==> src/rtl/rs_pipeline_tail_fifo.sv <==
// Tail buffer of a relay-station pipeline: stores every in-flight word and returns
// a registered almost-full credit that travels back through the backward stages.
module rs_pipeline_tail_fifo #(
    parameter int unsigned DATA_WIDTH     = 32,
    parameter int unsigned PIPELINE_LEVEL = 6,
    parameter int unsigned DEPTH          = 32,
    localparam int unsigned GRACE         = 2 * PIPELINE_LEVEL + 2,
    localparam int unsigned ADDR_WIDTH    = $clog2(DEPTH)
) (
    input  logic                  clk,
    input  logic                  rst_n,
    input  logic                  in_valid,
    input  logic [DATA_WIDTH-1:0] in_data,
    output logic                  in_full_n,
    output logic                  out_valid,
    output logic [DATA_WIDTH-1:0] out_data,
    input  logic                  out_ready,
    output logic [ADDR_WIDTH:0]   occupancy,
    output logic                  overflow
);

    localparam logic [ADDR_WIDTH:0]   DEPTH_CNT = (ADDR_WIDTH + 1)'(DEPTH);
    localparam logic [ADDR_WIDTH:0]   THRESHOLD = (ADDR_WIDTH + 1)'(DEPTH - GRACE);
    localparam logic [ADDR_WIDTH:0]   OCC_ONE   = (ADDR_WIDTH + 1)'(1);
    localparam logic [ADDR_WIDTH-1:0] PTR_ONE   = ADDR_WIDTH'(1);

    logic [DATA_WIDTH-1:0] mem_q [DEPTH];
    logic [ADDR_WIDTH-1:0] wr_ptr_q;
    logic [ADDR_WIDTH-1:0] rd_ptr_q;
    logic [ADDR_WIDTH:0]   occ_q;
    logic [ADDR_WIDTH:0]   occ_d;
    logic                  full_n_q;
    logic                  ovf_q;
    logic                  full;
    logic                  push;
    logic                  pop;

    always_comb begin
        full  = (occ_q == DEPTH_CNT);
        pop   = (occ_q != '0) && out_ready;
        // A pop in the same cycle frees a slot, so a write at full is still taken.
        push  = in_valid && (!full || pop);
        occ_d = occ_q;
        case ({push, pop})
            2'b10:   occ_d = occ_q + OCC_ONE;
            2'b01:   occ_d = occ_q - OCC_ONE;
            default: occ_d = occ_q;
        endcase
    end

    always_ff @(posedge clk) begin
        if (!rst_n) begin
            wr_ptr_q <= '0;
            rd_ptr_q <= '0;
            occ_q    <= '0;
            full_n_q <= 1'b0;
            ovf_q    <= 1'b0;
        end else begin
            if (push) begin
                wr_ptr_q <= wr_ptr_q + PTR_ONE;
            end
            if (pop) begin
                rd_ptr_q <= rd_ptr_q + PTR_ONE;
            end
            occ_q    <= occ_d;
            full_n_q <= (occ_d < THRESHOLD);
            if (in_valid && full && !pop) begin
                ovf_q <= 1'b1;
            end
        end
    end

    // Storage carries no reset; contents are only observed through occupancy.
    always_ff @(posedge clk) begin
        if (rst_n && push) begin
            mem_q[wr_ptr_q] <= in_data;
        end
    end

    assign in_full_n = full_n_q;
    assign out_valid = (occ_q != '0);
    assign out_data  = mem_q[rd_ptr_q];
    assign occupancy = occ_q;
    assign overflow  = ovf_q;

endmodule

==> config.mk <==
export PLATFORM = sky130hd
export DESIGN_NAME = rs_pipeline_tail_fifo
export DESIGN_NICKNAME = d
export VERILOG_FILES = /design/src/rtl/rs_pipeline_tail_fifo.sv
export SDC_FILE = /design/constraint.sdc
export NUM_CORES = 1
export LEC_CHECK = 0
export ABC_AREA = 1
export CORE_ASPECT_RATIO = 1.1
export CORE_MARGIN = 2
export CORE_UTILIZATION = 50
export DETAILED_ROUTE_END_ITERATION = 12
export DONT_BUFFER_PORTS = 1
export PLACE_DENSITY = 0.74
export SYNTH_ARGS = -nofsm -noshare
export SYNTH_HDL_FRONTEND = slang
export SYNTH_SLANG_ARGS = --single-unit
==> constraint.sdc <==
create_clock -name clk -period 4.2 [get_ports clk]
set_clock_uncertainty 0.15 [all_clocks]
set_input_delay 0.84 -clock clk [delete_from_list [all_inputs] [get_ports clk]]
set_output_delay 0.84 -clock clk [all_outputs]
set_load 0.05 [all_outputs]
# Yosys cells after proc, flatten, opt, wreduce, memory -nomap -nowiden
# Memories as Yosys holds them, arrays and structs flattened. A register that Yosys moved wholly into a read port is not among the register bits.
# Index checks and enable logic that the tools add are counted.
# classes
add_sub_neg,4
n_lt_le_gt_ge,1
eq_ne,3
n_mux,5
reduce_logical,9
# op_table
operator,n
case mux 6 bit (2 select lines),1
adder 5 x 1 -> 5 bit (second input constant),2
2-to-1 mux 5 bit,2
adder 6 x 1 -> 6 bit (second input constant),1
== test 6 bit (second input constant),1
< comparator 6 x 5 -> 1 bit (second input constant),1
nonzero test 6 bit,1
subtractor 6 x 1 -> 6 bit (second input constant),1
logical AND 1 bit,5
== test 2 x 1 -> 1 bit (second input constant),1
== test 2 bit (second input constant),1
zero test 1 bit,2
2-to-1 mux 1 bit,2
logical OR 1 bit,1
# word_totals
register_bits,18
ramBits,1024
in_bits,36
output_inout_bits,41
elab_cells,28
memories,1
# mem_list
memory,words,width,rd,rd_clocked_by_memory_dff,write_ports,line_no,rtl
mem_q,32,32,1,1,1,27,logic [DATA_WIDTH-1:0] mem_q [DEPTH];

# Depth between registers and ports, before layout
# depth
word_depth,7
depth_mapped,17
mapped_depth_nobuf,16

# Worst setup path after synthesis
# No wires, ideal clock.
# synth_timing
path_type,register -> register
from,"reg occ_q[2], in the netlist occupancy[2]"
to,"mem mem_q[0][0], enable pin"
setup_time_ns,0.421
arrival_time_ns,3.137
required_ns,3.629
path_slack_ns,0.492
stages_incl_launch_ff,10
n_path_buf,1
synth_period_minus_slack_ns,3.708
path_cell_list,dfxtp_1 -> buf_6 -> nor2_4 -> nand3_4 -> nand2_4 -> a21oi_2 -> inv_2 -> nor2_2 -> nand2_1 -> nor2_1
# synth_via
elab_chain_cells,7
elab_cells_between_ends,9
classes_between,1 x eq/ne; 2 x mux; 6 x reduce/logical
# synth_rtl
item,line_no,rtl
from (decl),30,logic [ADDR_WIDTH:0] occ_q;
from (signal assigned),55,occ_q <= '0;
from (signal assigned),65,occ_q <= occ_d;
nonzero test 6 bit,--,
via out_valid,15,"output logic out_valid,"
logical AND 1 bit,40,pop = (occ_q != '0) && out_ready;
logical OR 1 bit,42,push = in_valid && (!full || pop);
logical AND 1 bit,42,
logical AND 1 bit,75,if (rst_n && push) begin
2-to-1 mux 1 bit,75,
2-to-1 mux 1 bit (implied by the code),76,mem_q[wr_ptr_q] <= in_data;
to (decl),27,
# The timed path passes the listed nets, and every way through them passes these cells.

==> metrics <==
outcome complete, no violations; Post-synth EDFFs 1024; Detailed Route Iter0 Violations 3829; Fmax achieved 242.3 MHz; period utilisation layout 0.9828; Synthesis Warnings 0; Yosys cell types 35; Routed Antenna Nets 0; core box area 80600 sq um; final worst path period need 4.128 ns; GRT Util Overall 0.2600; final hold violation count 0; first-pass GRT wire length 164.9 mm; Critical Path RT 3.21 ns; Max-Cap Viols 0; commonest non-fill, non-tap cell in the layout edfxtp_1; Setup crit end kind primary output; Root Buffer clkbuf_16; Switch Pwr 9.227 mW; Reg clk slew, reported paths 0.06 ns; Initial Utilization 0.5071; count of final setup violators 0; Buffers on Ports 0; layout cell share with drive strength beyond 1 0.1159; Crit Path Class reg -> out; # fillers 5902; VDD IR max 719.3 uV; register area 31220 sq um; Syn Inst Count 2963; CP arrival 3.14 ns; ys async rst share 0; vias 26880; number of global-route vias before repair 26450; ant diodes 0; Layout Nets 3054; Final Max Slew Viols 0; GP Congestion 0.8712; unrepaired setup endpoints after global routing false; setup tns final 0 ns; dpl ws 0.4801 ns; Max Root-Sink Buffers 3; number of iterations in the first detailed-routing pass 6; # hold bufs at CTS 0; Die X 276.6 um; Avg Cell Area, Syn 13.79 sq um; Max transition margin 0.3331; Die Ht 303.9 um; post-synthesis sequential area ratio 0.7636; pwr/cell area 604.5 nW/um^2; critical path fanouts, max 55; clock share of power 0.315; P&R area growth vs syn 13.73%; Clock Latency Late Sink 0.65 ns; setup ws final 0.07206 ns; Combinational Power Share 0.269; dpl hpwl 62.38 mm; Int Power 18.87 mW; vias per cell 6.489; total grt overflow 0; Tot Pwr 28.10 mW; total nets after synthesis 3005; Worst Tran Pin Value 0.9990 ns; Sw Share 0.3284; CTS tree yes; average wire per standard cell 26.75 um; clock sinks 1047; Lkg Pwr 14.76 nW; Die ar. 84050 sq um; antenna violations before repair 1; DRC Markers 0; FF+latch count, synth 1047; H-tree depth 3; top_reg_cell synth edfxtp_1; TritonCTS Buffers 99; Sequential Power Share 0.416; Startpoint Class flop; Min-Delay Path Class in -> reg; area of the multi-input gates 8827 sq um; final wirelength 110.8 mm; Rows 109; Post-Syn Area 40870 sq um; I/O pin cnt 77; pin count of the biggest net entering global routing 129; most frequent cells in the layout 1024 x edfxtp_1, 597 x nor2_1, 501 x o21ai_0
[layout make-up]
class	count	share of cell area
repair buffers	165	0.03828
clock inverters	60	0.01308
flip-flops and latches	1047	0.6717
multi-input cells	1665	0.1899
inverters	33	0.003257
repair inverters	1	0.0001884
clock buffers	117	0.05521
well taps	1054	0.02837
[critical path: stages (launching register included)]
cell,delay (ns)
dfxtp_4,0.40
buf_12,0.16
inv_16,0.22
buf_12,0.27
o21ai_0,0.14
o221ai_1,0.31
a31oi_1,0.17
a32oi_1,0.34
buf_4,0.23
buf_4,0.21
[power groups by stage]
stage          clock [mW]  combinational, mW  sequential (mW)
3_3_place_gp            0               6.94             12.0
5_1_grt              9.30               8.05             11.7
3_5_place_dp            0               7.11             12.0
2_1_floorplan           0               4.72             11.9
4_1_cts              8.91               7.35             11.7
6_report             8.85               7.55             11.7
[final timing paths]
| check | start | endpoint | slack [ns] | cells after the start |
|---|---|---|---|---|
| worst max-delay path | flop | out_data[12] | 0.07 | 9 |
| worst min register to register | rd_ptr_q[0]$_SDFFE_PN0N_ | rd_ptr_q[0]$_SDFFE_PN0N_ | 0.36 | 1 |
| worst min-delay path | in_data[8] | mem_q[30][8]$_DFFE_PP_ | 0.11 | 0 |
| worst max register to register | occupancy[1]$_SDFF_PN0_ | mem_q[19][26]$_DFFE_PP_ | 0.66 | 9 |
[per-stage QoR]
step | std cells | util | cell area (sq um) | hold slack (ns)
finish | 4142 | 0.5767 | 46480 | 0.1078
global route | 4142 | 0.5767 | 46480 | 0.09675
CTS | 4139 | 0.5759 | 46410 | 0.08773
detailed placement | 3956 | 0.5356 | 43170 | 0.3492
global placement | 3956 | 0.5356 | 43170 | 0.3270
floorplan | 2963 | - | 40870 | 0.3094
[metal layers]
layer | up-vias | track usage | share of wire
met5 | - | 0 | 0.00012
met4 | 2 | 0.1188 | 0.046
met3 | 337 | 0.06557 | 0.13
met2 | 1880 | 0.4147 | 0.47
met1 | 13220 | 0.3377 | 0.36
li1 | 11440 | - | -
[synth_stat cells, types with 2 or more instances]
cell	number	area (sq um)
buf_2	61	305.3
a31oi_1	34	212.7
nor2_2	2	12.51
o22ai_1	68	425.4
o21ai_0	501	2507
nor2_1	629	2361
buf_1	8	30.03
nand3_4	3	52.55
nand2_1	31	116.4
buf_4	9	67.56
buf_6	6	67.56
a32oi_1	24	210.2
nand4_1	4	25.02
clkinv_1	2	7.510
nand3_1	81	405.4
dfxtp_1	23	460.4
inv_1	24	90.09
ha_1	6	75.07
o221ai_1	188	1647
o21ai_1	66	330.3
edfxtp_1	1024	30750
a21oi_1	12	60.06
nand2_4	2	22.52
inv_2	6	22.52
clkbuf_1	134	503.0
nor3_1	6	30.03
[registers in the layout, summed over array words and instances (netlist names), named ones only]
signal,flops
in_full_n,1
overflow,1
rd_ptr_q,5
mem_q,1024
wr_ptr_q,5
occupancy,6
[what timing repair did]
item | in CTS | in global routing
cloned | 1 | 0
resized for setup | 1 | 6
setup buffers | 5 | 3
setup endpoints to repair | 13 | 8
pin swaps | 0 | 0
[logic make-up (layout without fill, tap and decap cells)]
logic type | Yosys count | after routing | share of synthesized area
flops | 1047 | 1047 | 0.7636
compound gates | 896 | 896 | 0.1326
simple gates | 763 | 763 | 0.07503
buf+inv | 251 | 376 | 0.02691
fa+ha+maj | 6 | 6 | 0.001837
Power figures use the tool's default switching activity.
